File: config.mk
export PLATFORM = sky130hd
export DESIGN_NAME = hazard_controller
export DESIGN_NICKNAME = d
export VERILOG_FILES = /design/src/rtl/hazard_controller.sv
export SDC_FILE = /design/constraint.sdc
export NUM_CORES = 1
export LEC_CHECK = 0
export CORE_MARGIN = 3
export CORE_UTILIZATION = 29
export CTS_BUF_LIST = sky130_fd_sc_hd__clkbuf_2
export CTS_CLUSTER_DIAMETER = 120
export DETAILED_ROUTE_END_ITERATION = 16
export PLACE_DENSITY = 0.92
export SKIP_LAST_GASP = 1
export SLEW_MARGIN = 40
export SYNTH_ARGS = -nofsm -noshare
export SYNTH_HDL_FRONTEND = slang
export SYNTH_SLANG_ARGS = --single-unit
File: constraint.sdc
create_clock -name clk -period 1.47 [get_ports clk]
set_input_delay 0.2205 -clock clk [delete_from_list [all_inputs] [get_ports clk]]
set_output_delay 0.2205 -clock clk [all_outputs]
set_load 0.02 [all_outputs]
File: src/rtl/hazard_controller.sv
`default_nettype none
// ============================================================================
//  Module   : hazard_controller
//  Brief    : Load-use / branch-flush / mult-div structural hazard control for
//             the 5-stage MIPS core. Define HAZARD_PERF_CNT_EN to build the
//             stall and flush performance counters.
//  Revision : 1.0 - initial release
// ============================================================================
module hazard_controller #(
    parameter int MD_LATENCY = 32,
    parameter int CNT_WIDTH  = 32
) (
    input  logic                 clk,
    input  logic                 reset,
    input  logic [4:0]           IF_ID_rs,
    input  logic [4:0]           IF_ID_rt,
    input  logic                 IF_ID_uses_rt,
    input  logic                 ID_EX_MemRead,
    input  logic [4:0]           ID_EX_rt,
    input  logic                 ID_md_op,
    input  logic                 ID_md_read,
    input  logic                 EX_branch_taken,
    output logic                 PC_Write,
    output logic                 IF_ID_Write,
    output logic                 IF_ID_Flush,
    output logic                 ID_EX_Flush,
    output logic                 md_start,
    output logic                 md_busy,
    output logic [CNT_WIDTH-1:0] stall_count,
    output logic [CNT_WIDTH-1:0] flush_count
);

    localparam int                 c_ctr_w   = $clog2(MD_LATENCY + 1);
    localparam logic [c_ctr_w-1:0] c_lat_m1  = c_ctr_w'(MD_LATENCY - 1);
    localparam logic [0:0]         c_st_idle = 1'b0;
    localparam logic [0:0]         c_st_busy = 1'b1;

    logic [0:0]         r_state;
    logic [0:0]         w_state_nxt;
    logic [c_ctr_w-1:0] r_md_cnt;
    logic [c_ctr_w-1:0] w_md_cnt_nxt;
    logic               w_load_use;
    logic               w_md_struct;

    assign md_busy     = (r_state == c_st_busy);
    assign w_load_use  = ID_EX_MemRead && (ID_EX_rt != 5'd0) &&
                         ((ID_EX_rt == IF_ID_rs) ||
                          (IF_ID_uses_rt && (ID_EX_rt == IF_ID_rt)));
    assign w_md_struct = md_busy && (ID_md_op || ID_md_read);

    always_ff @(posedge clk) begin
        if (reset) begin
            r_state  <= c_st_idle;
            r_md_cnt <= '0;
        end else begin
            r_state  <= w_state_nxt;
            r_md_cnt <= w_md_cnt_nxt;
        end
    end

    always_comb begin
        PC_Write     = 1'b1;
        IF_ID_Write  = 1'b1;
        IF_ID_Flush  = 1'b0;
        ID_EX_Flush  = 1'b0;
        md_start     = 1'b0;
        w_state_nxt  = r_state;
        w_md_cnt_nxt = r_md_cnt;

        if (reset) begin
            PC_Write    = 1'b0;
            IF_ID_Write = 1'b0;
            IF_ID_Flush = 1'b1;
            ID_EX_Flush = 1'b1;
        end else if (EX_branch_taken) begin
            // ID instruction is squashed, so any stall or issue it wanted is dropped
            IF_ID_Flush = 1'b1;
            ID_EX_Flush = 1'b1;
        end else if (w_load_use || w_md_struct) begin
            PC_Write    = 1'b0;
            IF_ID_Write = 1'b0;
            ID_EX_Flush = 1'b1;
        end else begin
            md_start = ID_md_op && !md_busy;
        end

        // An in-flight mult/div is older than any branch and always completes
        case (r_state)
            c_st_idle: begin
                if (md_start) begin
                    w_state_nxt  = c_st_busy;
                    w_md_cnt_nxt = c_lat_m1;
                end
            end
            c_st_busy: begin
                if (r_md_cnt == '0) begin
                    w_state_nxt = c_st_idle;
                end else begin
                    w_md_cnt_nxt = r_md_cnt - c_ctr_w'(1);
                end
            end
            default: begin
                w_state_nxt  = c_st_idle;
                w_md_cnt_nxt = '0;
            end
        endcase
    end

`ifdef HAZARD_PERF_CNT_EN
    logic [CNT_WIDTH-1:0] r_stall_cnt;
    logic [CNT_WIDTH-1:0] r_flush_cnt;

    always_ff @(posedge clk) begin
        if (reset) begin
            r_stall_cnt <= '0;
            r_flush_cnt <= '0;
        end else begin
            if (!PC_Write && (r_stall_cnt != '1)) begin
                r_stall_cnt <= r_stall_cnt + CNT_WIDTH'(1);
            end
            if (EX_branch_taken && (r_flush_cnt != '1)) begin
                r_flush_cnt <= r_flush_cnt + CNT_WIDTH'(1);
            end
        end
    end

    assign stall_count = r_stall_cnt;
    assign flush_count = r_flush_cnt;
`else
    assign stall_count = '0;
    assign flush_count = '0;
`endif

endmodule
`default_nettype wire

==> impl_summary.log, run 1 <==
[metrics] status: finished with violations
[metrics] violations in the final reports: setup timing
[metrics] relative contribution of combinational cells to total power: 0.529
[metrics] post-DR vias/cell: 3.48
[metrics] utilization after layout: 0.391
[metrics] Routed Wire Length: 1.91 mm
[metrics] antenna cell count: 0
[metrics] post-route DRC violation count: 0
[metrics] number of antenna violations at the first check in global routing: 0
[metrics] Port-buffer cells: 27
[metrics] Worst Setup End Kind: output port
[metrics] overall via count from detail_route: 751
[metrics] area share of the leading cell type in the synthesized netlist: 0.489
[metrics] sort of element at the start of the critical path: input port
[metrics] Critical-path top delay cell: sky130_fd_sc_hd__or4_1
[metrics] class of the tightest hold or removal check: reg -> reg
[metrics] required time of the critical path: 1250 ps
[metrics] post-route setup slack: -215 ps
[metrics] Avg WL per Cell: about 8.8 µm
[metrics] leakage power figure: 0.000638 µW
[metrics] via count of the first global-routing pass: 635
[metrics] Mapped Area: 998 µm²
[metrics] sequential element share of the synthesized area: 0.140
[metrics] fraction of power spent switching nets: 0.445
[metrics] Placer Congestion: 0.747
[metrics] Filler cells: 336
[metrics] Clk Latency, worst-skew pair: 230 ps
[metrics] unrepaired setup endpoints after global routing: true
[metrics] DP HPWL: 1.64 mm
[metrics] multi-input combinational cell area: 628 µm²
[metrics] final number of hold-violating endpoints: 0
[metrics] largest fanout on the critical path: 2
[metrics] Worst Path Buf+Inv: 4
[metrics] cell count after synthesis: 127
[metrics] period utilisation layout: 1.15
[metrics] crit path DAT: 1460 ps
[metrics] count of yosys warnings during synthesis: 0
[metrics] final critical path time including I/O delays and setup: between 1500 and 2000 ps
[metrics] number of buffers created by CTS: 3
[metrics] number of detailed-route iterations in the first pass: 2
[metrics] total congestion overflow after global routing: 0
[metrics] cell type with the highest aggregate area in the netlist: sky130_fd_sc_hd__buf_4
[metrics] final number of max-transition violations: 0
[metrics] layout cell share with drive strength beyond 1: 0.244
[metrics] mean area per synthesized cell: 7.86 µm²
[metrics] global-route wire length before repair: 2.75 mm
[metrics] critical path, cell by cell: buf_6, or4_1, o21ai_1, inv_1, buf_4, a21oi_4, buf_6
[metrics] Ports: 92
[metrics] top cells by area in the synthesized netlist: sky130_fd_sc_hd__buf_4, sky130_fd_sc_hd__dfxtp_1, sky130_fd_sc_hd__xnor2_1
[metrics] commonest register cell after synthesis: sky130_fd_sc_hd__dfxtp_1
[metrics] storage element area: 140 µm²
[metrics] count of flip-flops with a built-in enable after synthesis: 0
[metrics] core area: 3180 µm²
[metrics] delay of the slowest cell on the worst path: 500 ps
[metrics] number of maximum-capacitance constraint violations: 0
[metrics] Std-Cell Rows: 20
[metrics] number of nets in the final layout: ~200
[metrics] largest net degree at the start of global routing: 7
[metrics] PD cells: between 600 and 700 nW/µm²
[metrics] starting density of the core: 0.314
[metrics] total global-route track usage: 0.0826
[metrics] Max clock buf depth: 2
[metrics] clock tree from TritonCTS: yes
[metrics] maximum clock rate: approximately 600 MHz
[metrics] library cells used by synthesis: 26
[metrics] Worst path top cell family by delay: simple AND/OR/NAND/NOR gates
[metrics] sink count of the clock tree: 7
[metrics] floorplan die area: 4180 µm²
[metrics] clock transition time at the flip-flop clock pins of the worst setup and hold paths: 80 ps
[metrics] Hold-fix buffers, CTS: 0
[metrics] Power, Total: 813 µW
[metrics] proportion of power drawn by flip-flops and latches: 0.295
[metrics] Die Wd: 64.7 µm
[metrics] die height: 64.7 µm
[metrics] Sw Pwr: 362 µW
[metrics] Root Buffer: sky130_fd_sc_hd__clkbuf_2
[metrics] count of routing violations after the opening detailed-route iteration: 7
[metrics] Antenna Violating Nets Remaining: 0
[metrics] # setup viols final: 7
[metrics] H-tree depth reported by CTS: 1
[metrics] FF+latch count, synth: 7
[metrics] Max VDD drop: about 0.00047 V
[metrics] design internal power: 452 µW
[metrics] critical path type: in -> out
[metrics] part of the power in the clock network: 0.176
[metrics] most repeated library cell on the critical path: sky130_fd_sc_hd__buf_6
[metrics] async set or reset register ratio after synthesis: 0
[metrics] worst clock skew: 8.07 ps
[metrics] layout overhead on the synthesized area: 24.4%
[layout make-up]
type                    count  area share
well taps                  44      0.0443
flip-flops and latches      7       0.113
clock buffers               4      0.0161
repair buffers             43       0.306
inverters                   5      0.0151
multi-input cells         113       0.506
[layer usage]
layer,GRT usage,part of all wire,wire length (µm),up-vias
met4,0.0317,0,0,0
met3,0.0104,0.085,162,0
met1,0.0857,0.32,615,329
li1,-,-,-,377
met5,0,0,0,-
met2,0.165,0.59,1130,45
[path summary, 6_finish.rpt]
kind	start	to	slack, ps	cells after the start
setup / recovery	ID_EX_rt[3]	md_start	-210	7
hold / removal	r_md_cnt[0]	r_md_cnt[0]	550	1
setup reg to reg	r_md_cnt[2]	r_md_cnt[1]	70	4
hold reg to reg	r_md_cnt[0]	r_md_cnt[0]	550	1
[flip-flops by register name (all words and copies together), names as in the netlist]
| signal | count |
|---|---|
| md_busy | 1 |
| r_md_cnt | 6 |
[worst register-to-register path, cell delays in order (launching register included)]
cell and delay [ps]:
sky130_fd_sc_hd__dfxtp_1 360, sky130_fd_sc_hd__nor4_1 370, sky130_fd_sc_hd__a21boi_2 120, sky130_fd_sc_hd__buf_4 160, sky130_fd_sc_hd__o31a_2 280
[metrics by stage]
step	TNS, ps	area, µm²	hold WS [ps]	std cells	setup slack, ps
after global placement	-8150	1180	523	210	-1030
after global routing	-1360	1240	564	216	-295
final	-794	1240	552	216	-215
after CTS	-871	1240	544	216	-230
after floorplan	-191	1240	300	190	-163
after detailed placement	-8460	1180	527	210	-1070
[cells in the final DEF, fill, tap and decap left out]
master                            instances
sky130_fd_sc_hd__conb_1                  64
sky130_fd_sc_hd__buf_4                   14
sky130_fd_sc_hd__xnor2_1                  8
sky130_fd_sc_hd__dlygate4sd2_1            8
sky130_fd_sc_hd__buf_6                    8
sky130_fd_sc_hd__dfxtp_1                  7
sky130_fd_sc_hd__clkdlybuf4s50_1          6
sky130_fd_sc_hd__inv_1                    5
sky130_fd_sc_hd__nand2_1                  5
sky130_fd_sc_hd__nor3_1                   5
sky130_fd_sc_hd__clkbuf_2                 5
sky130_fd_sc_hd__clkdlybuf4s15_1          4
sky130_fd_sc_hd__xnor2_2                  3
sky130_fd_sc_hd__a21oi_1                  3
sky130_fd_sc_hd__nand3_1                  2
sky130_fd_sc_hd__nor4_1                   2
sky130_fd_sc_hd__o31a_2                   2
sky130_fd_sc_hd__o21bai_1                 2
sky130_fd_sc_hd__a21o_2                   2
sky130_fd_sc_hd__buf_2                    2
sky130_fd_sc_hd__or4_1                    1
sky130_fd_sc_hd__o21ai_1                  1
sky130_fd_sc_hd__nand4_1                  1
sky130_fd_sc_hd__o22ai_2                  1
sky130_fd_sc_hd__nor2_2                   1
sky130_fd_sc_hd__nand3b_1                 1
sky130_fd_sc_hd__a21oi_4                  1
sky130_fd_sc_hd__o21a_1                   1
sky130_fd_sc_hd__a21oi_2                  1
sky130_fd_sc_hd__o21a_2                   1
sky130_fd_sc_hd__a21boi_2                 1
sky130_fd_sc_hd__nor2b_1                  1
sky130_fd_sc_hd__mux2i_1                  1
sky130_fd_sc_hd__xor2_1                   1
sky130_fd_sc_hd__ha_1                     1
[power by group through the flow]
stage                     sequential [µW]  clock [µW]  combinational [µW]
final                                 240         143                 430
after global routing                  244         160                 465
after CTS                             240         150                 421
after floorplan                       242           0                 408
after global placement                242           0                 409
after detailed placement              244           0                 416
[timing repair]
action                     CTS  global route
resized for setup           62             8
setup endpoints to repair   13            12
cloned                       0             0
pin swaps                   20             1
setup buffers                3             0
[kinds of logic after synthesis]
kind of cell,after synthesis,synth area share
flip-flops,7,0.140
buffers and inverters,70,0.508
AND/OR/NAND/NOR,19,0.0978
other,1,0.00376
AO/OA/AOI/OAI,16,0.123
XOR/XNOR,12,0.105
adder cells (fa/ha/maj),1,0.0125
multiplexers,1,0.0100
[Yosys cell counts (2+ instances only)]
| cell | count |
|---|---|
| sky130_fd_sc_hd__buf_4 | 65 |
| sky130_fd_sc_hd__xnor2_1 | 11 |
| sky130_fd_sc_hd__dfxtp_1 | 7 |
| sky130_fd_sc_hd__inv_1 | 5 |
| sky130_fd_sc_hd__nand2_1 | 5 |
| sky130_fd_sc_hd__nor3_1 | 5 |
| sky130_fd_sc_hd__a21oi_1 | 4 |
| sky130_fd_sc_hd__a21o_2 | 2 |
| sky130_fd_sc_hd__nand3_1 | 2 |
| sky130_fd_sc_hd__nor4_1 | 2 |
| sky130_fd_sc_hd__o21a_1 | 2 |
| sky130_fd_sc_hd__o21bai_1 | 2 |
| sky130_fd_sc_hd__o31a_2 | 2 |
(Power assumes the default switching activity.)
==> run 2, diff against run 1 <==
--- a/config.mk
+++ b/config.mk
@@ -5,7 +5,6 @@
 export SDC_FILE = /design/constraint.sdc
 export NUM_CORES = 1
 export LEC_CHECK = 0
-export CORE_MARGIN = 3
 export CORE_UTILIZATION = 29
 export CTS_BUF_LIST = sky130_fd_sc_hd__clkbuf_2
 export CTS_CLUSTER_DIAMETER = 120
==> run 2 against run 1 <==
  * The run still ends with setup timing left
  * Critical path type unchanged
  * Clock-buffer cell count did not move
  * Combinational power rose by 1%
  * Largest cell class unchanged
  * Flip-flop and latch count did not move
==> impl_summary.log, run 2 (synthesis results as in run 1) <==
[metrics] PD cells: 665 nW/µm²
[metrics] Port-buffer cells: 27
[metrics] Critical-path top delay cell: sky130_fd_sc_hd__or4_4
[metrics] Filler cells: 345
[metrics] Reg2Reg Setup Slack: approximately 90 ps
[metrics] launch point of the critical path: ID_EX_rt[3]
[metrics] Post-Place Setup Slack: -1040 ps
[metrics] layout overhead on the synthesized area: 24.4%
[metrics] Min Hold Slack: between 500 and 600 ps
[metrics] Die Wd: 60.7 µm
[metrics] number of detailed-route iterations in the first pass: 3
[metrics] clock tree from TritonCTS: yes
[metrics] global-route wire length before repair: 2.70 mm
[metrics] Placer Congestion: 0.843
[metrics] largest net degree at the start of global routing: 8
[metrics] storage element area: 140 µm²
[metrics] number of flip-flops under the largest register name: 6
[metrics] Root Buffer: sky130_fd_sc_hd__clkbuf_2
[metrics] worst flop-to-flop path startpoint: r_md_cnt[0]
[metrics] floorplan die area: between 3000 and 4000 µm²
[metrics] Worst path top cell family by delay: simple AND/OR/NAND/NOR gates
[metrics] sort of element at the start of the critical path: input port
[metrics] number of nets in the final layout: roughly 190
[metrics] Hold-fix buffers, CTS: 0
[metrics] Routed Wire Length: 1.87 mm
[metrics] final number of max-transition violations: 0
[metrics] detailed route wirelength on metal3: 195 µm
[metrics] Clk Latency, worst-skew pair: 250 ps
[metrics] cell depth of the worst hold path: 1
[metrics] Std-Cell Rows: 20
[metrics] # setup viols final: 4
[metrics] number of antenna violations at the first check in global routing: 0
[metrics] Worst Setup End Kind: output port
[metrics] overall via count from detail_route: 770
[metrics] critical path type: in -> out
[metrics] antenna cell count: 0
[metrics] number of maximum-capacitance constraint violations: 0
[metrics] crit path DAT: 1450 ps
[metrics] post-route setup slack: -205 ps
[metrics] core area: between 3000 and 4000 µm²
[metrics] utilization after layout: 0.394
[metrics] total congestion overflow after global routing: 0
[metrics] violations in the final reports: setup timing
[metrics] H-tree depth reported by CTS: 1
[metrics] status: finished with violations
[metrics] final critical path time including I/O delays and setup: 1670 ps
[metrics] most common library cell in the layout ignoring fill and taps: sky130_fd_sc_hd__conb_1
[metrics] multi-input combinational cell area: approximately 650 µm²
[metrics] starting density of the core: 0.317
[metrics] via count of the first global-routing pass: 616
[metrics] critical path, cell by cell: buf_6, or4_4, o21ai_2, inv_2, a21oi_2, o21a_2, buf_6
[metrics] final number of hold-violating endpoints: 0
[metrics] layout cell share with drive strength beyond 1: 0.271
[metrics] top layer in use: met4
[metrics] largest register by flop count: r_md_cnt
[metrics] Max VDD drop: ~0.00028 V
[metrics] Worst Path Buf+Inv: 3
[metrics] Antenna Violating Nets Remaining: 0
[metrics] delay of the slowest cell on the worst path: 520 ps
[metrics] largest fanout on the critical path: 2
[metrics] leakage power figure: roughly 0.00064 µW
[metrics] total global-route track usage: 0.103
[metrics] Max clock buf depth: 2
[metrics] unrepaired setup endpoints after global routing: true
[metrics] number of cells on the worst reg-to-reg path: 6
[metrics] start point of the worst min-delay path: r_md_cnt[1]
[metrics] Power, Total: 826 µW
[metrics] Ports: 92
[metrics] hold endpoint: r_md_cnt[1]
[metrics] maximum clock rate: about 600 MHz
[metrics] destination of the worst register-to-register timing path: r_md_cnt[3]
[metrics] post-DR vias/cell: 3.60
[metrics] most frequent cells in the layout: sky130_fd_sc_hd__conb_1, sky130_fd_sc_hd__buf_4, sky130_fd_sc_hd__dlygate4sd2_1
[metrics] count of routing violations after the opening detailed-route iteration: 9
[metrics] worst clock skew: 9.32 ps
[metrics] most repeated library cell on the critical path: sky130_fd_sc_hd__buf_6
[metrics] met2 routed WL: 1.10 mm
[metrics] detailed-routing wirelength on met1: 565 µm
[metrics] required time of the critical path: 1250 ps
[metrics] class of the tightest hold or removal check: reg -> reg
[metrics] post-route DRC violation count: 0
[metrics] sink count of the clock tree: 7
[metrics] number of buffers created by CTS: 3
[metrics] Avg WL per Cell: ~8.7 µm
[metrics] period utilisation layout: 1.14
[metrics] clock transition time at the flip-flop clock pins of the worst setup and hold paths: 70 ps
[metrics] DP HPWL: 1.56 mm
[metrics] die height: 60.7 µm
==> run 2: cell type report <==
class / instances / area share
Clock buffer: 4 / 0.0161
Inverter: 5 / 0.0151
Multi-Input combinational cell: 113 / 0.523
Sequential cell: 7 / 0.113
Tap cell: 44 / 0.0443
Timing Repair Buffer: 41 / 0.289
==> run 2: through the flow <==
stage / instances / area (µm²) / TNS, ps
6_report: 214 / 1240 / -697
5_1_grt: 214 / 1240 / -927
4_1_cts: 213 / 1210 / -920
3_5_place_dp: 209 / 1170 / -8520
3_3_place_gp: 209 / 1170 / -8070
2_1_floorplan: 190 / 1240 / -191
==> run 2: routing by layer <==
layer  up-vias  GRT usage
li1        371          -
met1       344     0.0991
met5         -          0
met3         2     0.0554
met4         0    0.00974
met2        53      0.199
==> run 2: worst max-delay path by stage <==
| stage | endpoint | slack (ps) | cells after the start |
|---|---|---|---|
| after floorplan | PC_Write | -160 | 6 |
| after global placement | PC_Write | -1000 | 7 |
| after detailed placement | IF_ID_Write | -1040 | 7 |
| after CTS | IF_ID_Write | -240 | 7 |
| after global routing | IF_ID_Write | -260 | 7 |
| final | IF_ID_Write | -200 | 7 |
==> run 2: what timing repair did <==
item | CTS | global route
gates resized for setup | 60 | 14
setup endpoints to repair | 13 | 9
setup buffers | 0 | 2
pin swaps | 20 | 12
==> run 2: where the power goes <==
group / switching, µW / leakage [µW] / internal (µW)
Clock: 76.1 / 0.0000166 / 72.2
Combinational: 268 / 0.000563 / 169
Sequential: 28.3 / 0.0000577 / 213
Total: 372 / 0.000637 / 454
==> run 3, diff against run 2 <==
--- a/config.mk
+++ b/config.mk
@@ -5,11 +5,11 @@
 export SDC_FILE = /design/constraint.sdc
 export NUM_CORES = 1
 export LEC_CHECK = 0
-export CORE_UTILIZATION = 29
+export CORE_UTILIZATION = 34
 export CTS_BUF_LIST = sky130_fd_sc_hd__clkbuf_2
 export CTS_CLUSTER_DIAMETER = 120
 export DETAILED_ROUTE_END_ITERATION = 16
-export PLACE_DENSITY = 0.92
+export PLACE_DENSITY = 0.95
 export SKIP_LAST_GASP = 1
 export SLEW_MARGIN = 40
 export SYNTH_ARGS = -nofsm -noshare
==> constraint.sdc (replaced) <==
create_clock -name clk -period 2.1 [get_ports clk]
set_input_delay 0.315 -clock clk [delete_from_list [all_inputs] [get_ports clk]]
set_output_delay 0.315 -clock clk [all_outputs]
set_load 0.02 [all_outputs]
==> run 3 against run 2 <==
  * The flow still finishes with violations (setup timing)
  * Sequential share of layout area is 0.34 points higher
  * Setup slack better by 200 ps
  * Die area is 14% lower
  * Clock-buffer cell count stayed put
  * Final cell count is 7.9% lower
  * First-iteration DRC count is 33% higher
  * Clock power is 28% lower
  * Critical path depth is 1 higher
  * Wire length is 0.59% lower
  * Sequential power is 30% lower
  * Utilization is 4.3 points higher
  * Critical path type unchanged
  * Critical endpoint unchanged
==> impl_summary.log, run 3 (synthesis results as in run 1) <==
[metrics] Routed Wire Length: 1.86 mm
[metrics] post-DR vias/cell: 3.81
[metrics] worst flop-to-flop path startpoint: r_md_cnt[0]
[metrics] Power, Total: 566 µW
[metrics] Die Wd: 56.2 µm
[metrics] required time of the critical path: 1780 ps
[metrics] post-route setup slack: -5.72 ps
[metrics] final number of hold-violating endpoints: 0
[metrics] Filler cells: 287
[metrics] final non-filler cell area: about 1200 µm²
[metrics] final number of max-transition violations: 0
[metrics] leakage power figure: 0.000642 µW
[metrics] antenna cell count: 0
[metrics] status: finished with violations
[metrics] sort of element at the start of the critical path: input port
[metrics] largest net degree at the start of global routing: 8
[metrics] number of cells on the worst reg-to-reg path: 6
[metrics] Max VDD drop: between 0.0003 and 0.0004 V
[metrics] most common library cell in the layout ignoring fill and taps: sky130_fd_sc_hd__conb_1
[metrics] number of non-filler instances in the completed layout: between 150 and 200
[metrics] post-route DRC violation count: 0
[metrics] worst clock skew: 5.29 ps
[metrics] # setup viols final: 2
[metrics] DP HPWL: ~1.5 mm
[metrics] placed instance area: 1130 µm²
[metrics] layout cell share with drive strength beyond 1: 0.181
[metrics] storage element area: between 100 and 150 µm²
[metrics] Avg WL per Cell: 9.43 µm
[metrics] final critical path time including I/O delays and setup: approximately 2100 ps
[metrics] multi-input combinational cell area: 628 µm²
[metrics] number of nets in the final layout: 190
[metrics] total congestion overflow after global routing: 0
[metrics] global-route wire length before repair: ~2.8 mm
[metrics] maximum clock rate: 475 MHz
[metrics] most frequent cells in the layout: sky130_fd_sc_hd__conb_1, sky130_fd_sc_hd__clkdlybuf4s50_1, sky130_fd_sc_hd__buf_4
[metrics] number of buffers created by CTS: 3
[metrics] launch point of the critical path: ID_EX_rt[1]
[metrics] PD cells: 469 nW/µm²
[metrics] utilization after layout: 0.437
[metrics] floorplan die area: 3160 µm²
[metrics] Clk Latency, worst-skew pair: 250 ps
[metrics] Hold-fix buffers, CTS: 0
[metrics] cell depth of the worst hold path: 1
[metrics] total global-route track usage: 0.111
[metrics] sink count of the clock tree: 7
[metrics] Port-buffer cells: 27
[metrics] start point of the worst min-delay path: r_md_cnt[0]
[metrics] layout overhead on the synthesized area: 20.8%
[metrics] number of antenna violations at the first check in global routing: 0
[metrics] number of detailed-route iterations in the first pass: 4
[metrics] clock transition time at the flip-flop clock pins of the worst setup and hold paths: around 70 ps
[metrics] critical path type: in -> out
[metrics] period utilisation layout: 1.00
[metrics] Root Buffer: sky130_fd_sc_hd__clkbuf_2
[metrics] starting density of the core: 0.362
[metrics] class of the tightest hold or removal check: reg -> reg
[metrics] violations in the final reports: setup timing
[metrics] largest fanout on the critical path: 2
[metrics] Worst Setup End Kind: output port
[metrics] count of routing violations after the opening detailed-route iteration: 12
[metrics] overall via count from detail_route: 750
[metrics] Placer Congestion: approximately 0.86
[metrics] Antenna Violating Nets Remaining: 0
[metrics] Ports: 92
[metrics] Std-Cell Rows: 19
[metrics] number of flip-flops under the largest register name: 6
[metrics] via count of the first global-routing pass: between 600 and 700
[metrics] core area: 2760 µm²
[metrics] clock tree from TritonCTS: yes
[metrics] largest register by flop count: r_md_cnt
[metrics] die height: between 50 and 60 µm
[metrics] number of maximum-capacitance constraint violations: 0
[metrics] Max clock buf depth: 2
[metrics] Cells after DPL: 193
[metrics] H-tree depth reported by CTS: 1
[metrics] crit path DAT: ~1800 ps
run 3: final cells by class:
cell class | count | share of cell area
clock buffers | 4 | 0.0166
inverters | 5 | 0.0156
multi-input cells | 113 | 0.521
flip-flops and latches | 7 | 0.116
well taps | 31 | 0.0322
repair buffers | 37 | 0.299
run 3: what timing repair did:
item | CTS | global route
resized for setup | 28 | 13
pin swaps | 4 | 10
setup endpoints to repair | 4 | 3
setup buffers | 0 | 0
hold endpoints to repair | 0 | 0
run 3: final timing paths:
check	end	slack [ps]
max	IF_ID_Write	-6
min	r_md_cnt[0]	540
max reg2reg	r_md_cnt[3]	480
min reg2reg	r_md_cnt[0]	540
run 3: routing by layer:
metal  track usage  up-vias  share of wire
met1         0.123      340           0.35
met4        0.0523        0          0.013
met3        0.0140        3          0.062
met5             0        -              0
met2         0.207       45           0.57
li1              -      362              -
run 3: metrics by stage:
stage          hold slack, ps  setup WS (ps)  TNS (ps)
2_1_floorplan             394            180         0
5_1_grt                   576          -42.6     -82.7
3_3_place_gp              518           -628     -2320
6_report                  542          -5.72     -11.2
3_5_place_dp              531           -674     -2580
4_1_cts                   545           10.8         0
run 3: critical path: stages:
cell and delay (ps):
sky130_fd_sc_hd__dlygate4sd2_1 250, sky130_fd_sc_hd__buf_4 140, sky130_fd_sc_hd__xnor2_1 200, sky130_fd_sc_hd__nand3_1 180, sky130_fd_sc_hd__o22ai_4 260, sky130_fd_sc_hd__a21oi_2 100, sky130_fd_sc_hd__o21a_1 200, sky130_fd_sc_hd__buf_6 140
run 3: where the power goes:
part / total [µW] / internal [µW] / switching [µW]
clock: 106 / 50.6 / 55.0
sequential: 168 / 149 / 19.3
combinational: 292 / 110 / 182
